[config.mk]
export PLATFORM = sky130hd
export DESIGN_NAME = puf_eval_sequencer
export DESIGN_NICKNAME = d
export VERILOG_FILES = /design/src/rtl/puf_eval_sequencer.sv
export SDC_FILE = /design/constraint.sdc
export NUM_CORES = 1
export LEC_CHECK = 0
export ABC_AREA = 1
export ABC_CLOCK_PERIOD_IN_PS = 1900
export CAP_MARGIN = 20
export CELL_PAD_IN_SITES_DETAIL_PLACEMENT = 0
export CELL_PAD_IN_SITES_GLOBAL_PLACEMENT = 2
export CORE_MARGIN = 2
export CORE_UTILIZATION = 23
export DETAILED_ROUTE_END_ITERATION = 8
export MAX_ROUTING_LAYER = met4
export PLACE_DENSITY = 0.87
export SLEW_MARGIN = 5
export SYNTH_ARGS = -nofsm -noshare
export SYNTH_HDL_FRONTEND = slang
export SYNTH_SLANG_ARGS = --single-unit
[constraint.sdc]
create_clock -name clk -period 1.9 [get_ports clk]
set_input_delay 0.38 -clock clk [delete_from_list [all_inputs] [get_ports clk]]
set_output_delay 0.38 -clock clk [all_outputs]
set_load 0.01 [all_outputs]
[src/rtl/puf_eval_sequencer.sv]
// puf_eval_sequencer: drives a challenge into an XOR-APUF, fires it NUM_EVAL times, majority-votes the responses.
// Optional macro PUF_STABILITY_EN adds the 'unstable' mixed-response flag.
module puf_eval_sequencer #(
  parameter int  N           = 64,
  parameter int  NUM_EVAL    = 15,
  parameter int  SETTLE_CYC  = 4,
  parameter int  RELAX_CYC   = 4,
  parameter int  TIMEOUT_CYC = 255,
  localparam int CW          = $clog2(NUM_EVAL + 1)
) (
  input  logic          clk,
  input  logic          rst,
  input  logic          start,
  input  logic [N-1:0]  chal_in,
  input  logic          puf_resp_ready,
  input  logic          puf_resp,
  output logic [N-1:0]  puf_chal,
  output logic          puf_trig,
  output logic          busy,
  output logic          resp_valid,
  output logic          resp_bit,
  output logic [CW-1:0] ones_cnt,
  output logic          timeout_err
`ifdef PUF_STABILITY_EN
  ,
  output logic          unstable
`endif
);

  localparam int PMAX = (SETTLE_CYC > RELAX_CYC) ? SETTLE_CYC : RELAX_CYC;
  localparam int PW   = $clog2(PMAX + 1);
  localparam int WR   = $clog2(TIMEOUT_CYC + 1);
  localparam int WW   = (WR > 8) ? WR : 8;

  localparam logic [CW-1:0] NE_C   = CW'(NUM_EVAL);
  localparam logic [CW-1:0] HALF   = CW'(NUM_EVAL / 2);
  localparam logic [PW-1:0] ST_END = PW'(SETTLE_CYC - 1);
  localparam logic [PW-1:0] RX_END = PW'(RELAX_CYC - 1);
  localparam logic [WW-1:0] TO_END = WW'(TIMEOUT_CYC);

  typedef enum logic [2:0] {
    S_IDLE,
    S_SETTLE,
    S_FIRE,
    S_WAIT,
    S_RELAX,
    S_DONE
  } state_e;

  state_e        state_q, state_d;
  logic [N-1:0]  chal_q, chal_d;
  logic          trig_q, trig_d;
  logic [CW-1:0] ones_q, ones_d;
  logic [CW-1:0] eval_q, eval_d;
  logic [WW-1:0] wait_q, wait_d;
  logic [PW-1:0] ph_q, ph_d;
  logic          to_q, to_d;
  logic          bit_q, bit_d;
`ifdef PUF_STABILITY_EN
  logic          unst_q, unst_d;
`endif

  always_ff @(posedge clk) begin
    if (rst) begin
      state_q <= S_IDLE;
      chal_q  <= '0;
      trig_q  <= 1'b0;
      ones_q  <= '0;
      eval_q  <= '0;
      wait_q  <= '0;
      ph_q    <= '0;
      to_q    <= 1'b0;
      bit_q   <= 1'b0;
`ifdef PUF_STABILITY_EN
      unst_q  <= 1'b0;
`endif
    end else begin
      state_q <= state_d;
      chal_q  <= chal_d;
      trig_q  <= trig_d;
      ones_q  <= ones_d;
      eval_q  <= eval_d;
      wait_q  <= wait_d;
      ph_q    <= ph_d;
      to_q    <= to_d;
      bit_q   <= bit_d;
`ifdef PUF_STABILITY_EN
      unst_q  <= unst_d;
`endif
    end
  end

  always_comb begin
    state_d = state_q;
    chal_d  = chal_q;
    trig_d  = trig_q;
    ones_d  = ones_q;
    eval_d  = eval_q;
    wait_d  = wait_q;
    ph_d    = ph_q;
    to_d    = to_q;
    bit_d   = bit_q;
`ifdef PUF_STABILITY_EN
    unst_d  = unst_q;
`endif
    unique case (state_q)
      S_IDLE: begin
        if (start) begin
          chal_d  = chal_in;
          ones_d  = '0;
          eval_d  = '0;
          to_d    = 1'b0;
          bit_d   = 1'b0;
          ph_d    = '0;
`ifdef PUF_STABILITY_EN
          unst_d  = 1'b0;
`endif
          state_d = S_SETTLE;
        end
      end
      S_SETTLE: begin
        if (ph_q == ST_END) begin
          ph_d    = '0;
          state_d = S_FIRE;
        end else begin
          ph_d = ph_q + 1'b1;
        end
      end
      S_FIRE: begin
        trig_d  = 1'b1;
        wait_d  = WW'(1);
        state_d = S_WAIT;
      end
      S_WAIT: begin
        // a response arriving on the timeout cycle still counts
        if (puf_resp_ready) begin
          if (ones_q != NE_C) begin
            ones_d = ones_q + CW'(puf_resp);
          end
          eval_d  = eval_q + 1'b1;
          trig_d  = 1'b0;
          ph_d    = '0;
          state_d = S_RELAX;
        end else if (wait_q == TO_END) begin
          trig_d  = 1'b0;
          to_d    = 1'b1;
          bit_d   = 1'b0;
`ifdef PUF_STABILITY_EN
          unst_d  = 1'b0;
`endif
          state_d = S_DONE;
        end else begin
          wait_d = wait_q + 1'b1;
        end
      end
      S_RELAX: begin
        if (ph_q == RX_END) begin
          ph_d = '0;
          if (eval_q < NE_C) begin
            state_d = S_FIRE;
          end else begin
            bit_d   = (ones_q > HALF);
`ifdef PUF_STABILITY_EN
            unst_d  = (ones_q != '0) && (ones_q != NE_C);
`endif
            state_d = S_DONE;
          end
        end else begin
          ph_d = ph_q + 1'b1;
        end
      end
      S_DONE: begin
        state_d = S_IDLE;
      end
      default: begin
        state_d = S_IDLE;
      end
    endcase
  end

  assign puf_chal    = chal_q;
  assign puf_trig    = trig_q;
  assign busy        = (state_q != S_IDLE);
  assign resp_valid  = (state_q == S_DONE);
  assign resp_bit    = bit_q;
  assign ones_cnt    = ones_q;
  assign timeout_err = to_q;
`ifdef PUF_STABILITY_EN
  assign unstable    = unst_q;
`endif

endmodule

==> flow_metrics.py <==
metrics = {
    "outcome": {
        "status": "finished, final reports clean",
    },
    "setup_path": {
        "cp-startpoint": "state_q[2]",
        "ff2ff_path_depth": 8,
        "worstPathMaxFanout": 8,
        "critPathRequiredTime_ns": 1.52,
        "end_kind": "primary output",
        "crit_path_start_kind": "flip-flop",
        "r2r_slack_ns": 0.28,
        "rr_endpoint": "state_q[0]",
        "endpoint": "resp_valid",
        "critPathKind": "reg -> out",
        "r2r_start": "wait_q[0]",
        "cp.arrival_ns": 1.43,
    },
    "timing": {
        "slew_headroom": 0.743,
        "holdWs_ns": 0.446,
        "fin_ws_ns": 0.0900,
        "setup_viol": 0,
        "drv_slew": 0,
        "rsz0062_at_grt": "false",
        "finalSetupTns_ns": 0,
        "tightest_slew_ns": 0.385,
        "fin_skew_ns": 0.00467,
        "post-route-min-period_ns": 1.81,
        "finalHoldViolCount": 0,
        "fmax_mhz": 553,
        "fin_crit_sh": 0.953,
    },
    "synthesis": {
        "synth_most_common_cell": "dfxtp_1",
        "netlist_area_um2": 3780,
        "synth_enable_flop_cells": 0,
        "ys_top_cells_by_count": "89 x dfxtp_1, 87 x inv_1, 82 x a21oi_1",
        "syn_nets": 589,
        "synth.top_cell.area_share": 0.471,
        "seq_area_frac_synth": 0.471,
        "synth_area_per_cell_um2": 7.35,
        "synth_seq_cells": 89,
        "synth_cell_type_count": 28,
        "synth_cells": 515,
        "synth_top_cell_by_area": "dfxtp_1",
        "ys.flop_type": "dfxtp_1",
        "synthArstFlopShare": 0,
        "yosys-top-cells-area": "dfxtp_1 47%, a21oi_1 11%, inv_1 8.6%, nand2_1 6.7%, o21ai_1 6.5%",
        "ys_warn_count": 0,
    },
    "finish": {
        "fillCellCount": 1697,
        "antennaDiodeCount": 0,
        "final_nets": 728,
        "areaGrowthSynthToFinish_pct": 52.5,
        "drive_gt1_frac": 0.0744,
        "fin_util": 0.361,
    },
    "routing": {
        "routed_wl_mm": 10.8,
        "viasPerCell": 4.19,
        "wl_per_cell_um": 12.4,
        "ant_nets": 0,
        "via_count": 3670,
        "drcViolationCount": 0,
        "initialDrtViolationCount": 196,
        "drt_pre_antenna_iters": 4,
    },
    "clocking": {
        "clockBufferDepth": 2,
        "clk_pin_slew_ns": 0.07,
        "clock_sinks": 89,
        "cts_tree": "done",
        "clk_latency_ns": 0.34,
        "cts_buffers": 9,
        "cts_max_level": 3,
        "clock_tree.root_cell": "clkbuf_16",
        "hold_buffers": 0,
    },
    "power": {
        "vdd.ir_drop.worst_mv": 0.557,
        "total_power_mw": 7.66,
        "power.density_nw_per_um2": 1330,
        "power.leakage_nw": 2.22,
    },
    "min_path": {
        "hp-class": "reg -> reg",
        "hp-start": "puf_chal[3]",
    },
    "floorplan": {
        "die_area_um2": 17500,
        "pin_count": 142,
        "core_um2": 16000,
        "die_height_um": 132,
        "rows": 46,
        "initial_core_util": 0.237,
        "die_w_um": 132,
    },
    "placed_design": {
        "pre_cts_slack_ns": 0.142,
        "place_congestion": 0.776,
        "io_buffers": 141,
        "hpwl_mm": 7.80,
    },
    "global_routing": {
        "grt_usage": 0.128,
        "grt_pass1_vias": 3523,
        "grt_pass1_wl_mm": 17.6,
        "globalRouteOverflowTotal": 0,
        "grt_max_degree": 69,
        "antenna_found_initial": 0,
    },
    "flow_run": {
        "maxCapViolCount": 0,
    },
}
-- routing by layer --
layer  vias to the layer above  GRT usage  routed length [um]
met5                         -          -                   0
met4                         0     0.0609                 278
met3                        20     0.0285                 518
met2                        99      0.196                4920
met1                      1633      0.161                5120
li1                       1918          -                   -
-- flip-flops by register name (all words and copies together) (netlist names) --
register / count
ones_cnt: 4
state_q: 3
resp_bit: 1
ph_q: 3
eval_q: 4
timeout_err: 1
puf_trig: 1
wait_q: 8
puf_chal: 64
-- worst max-delay path: stages (launching register included) --
cell	delay (ns)
dfxtp_4	0.40
nand2_1	0.07
nor2_1	0.08
clkdlybuf4s50_1	0.54
-- what timing repair did --
item,CTS,global route
endpoints found under the setup margin,2,2
gates resized for setup,4,1
setup buffers,0,3
pin swaps,0,1
-- per-stage QoR --
step	instances	instance area (um^2)
2_1_floorplan	515	3780
3_3_place_gp	856	5470
3_5_place_dp	856	5470
4_1_cts	872	5750
5_1_grt	875	5770
6_report	875	5770
-- worst min-delay path by stage --
stage / depth (start not counted) / to / slack (ns)
after global routing: 2 / puf_chal[38] / 0.46
after detailed placement: 2 / puf_chal[39] / 0.44
after CTS: 2 / puf_chal[38] / 0.45
after floorplan: 2 / ph_q[2] / 0.43
final: 2 / puf_chal[3] / 0.45
after global placement: 2 / puf_chal[36] / 0.43
-- cell type report --
type / count / area (um^2) / area share
timing repair buffer: 155 / 1570 / 0.271
tap: 216 / 270 / 0.0468
inverter: 91 / 344 / 0.0596
multi-input combinational: 308 / 1530 / 0.264
sequential: 89 / 1790 / 0.310
clock inverter: 5 / 41.3 / 0.00716
clock buffer: 11 / 233 / 0.0403
-- cell families after synthesis --
| group | after synthesis | share of synthesized area |
|---|---|---|
| flip-flops | 89 | 0.471 |
| adder cells (fa/ha/maj) | 5 | 0.0165 |
| AO/OA/AOI/OAI | 155 | 0.207 |
| XOR/XNOR | 1 | 0.00231 |
| buffers and inverters | 118 | 0.128 |
| AND/OR/NAND/NOR | 147 | 0.176 |
-- where the power goes --
| group | total (mW) | switching, mW | internal [mW] |
|---|---|---|---|
| sequential | 2.84 | 0.384 | 2.46 |
| clock | 1.67 | 0.768 | 0.897 |
| combinational | 3.16 | 1.56 | 1.59 |
-- placed cells by master, fill, tap and decap left out, types with 2 or more instances in the layout --
cell type,n
nand3_2,2
nor2_2,3
nor2_4,2
dfxtp_1,86
ha_1,5
nor2_1,41
clkbuf_1,2
dfxtp_4,2
nand3_1,17
nand4_1,6
o21ai_0,22
nand2_1,68
nand2_2,3
buf_4,10
o21ai_1,49
buf_12,4
clkdlybuf4s50_1,141
inv_2,3
a21oi_1,82
clkinvlp_4,2
clkinv_4,2
clkbuf_16,9
inv_1,86
nand3_4,2
No activity file was read; power rests on OpenSTA's default activity.
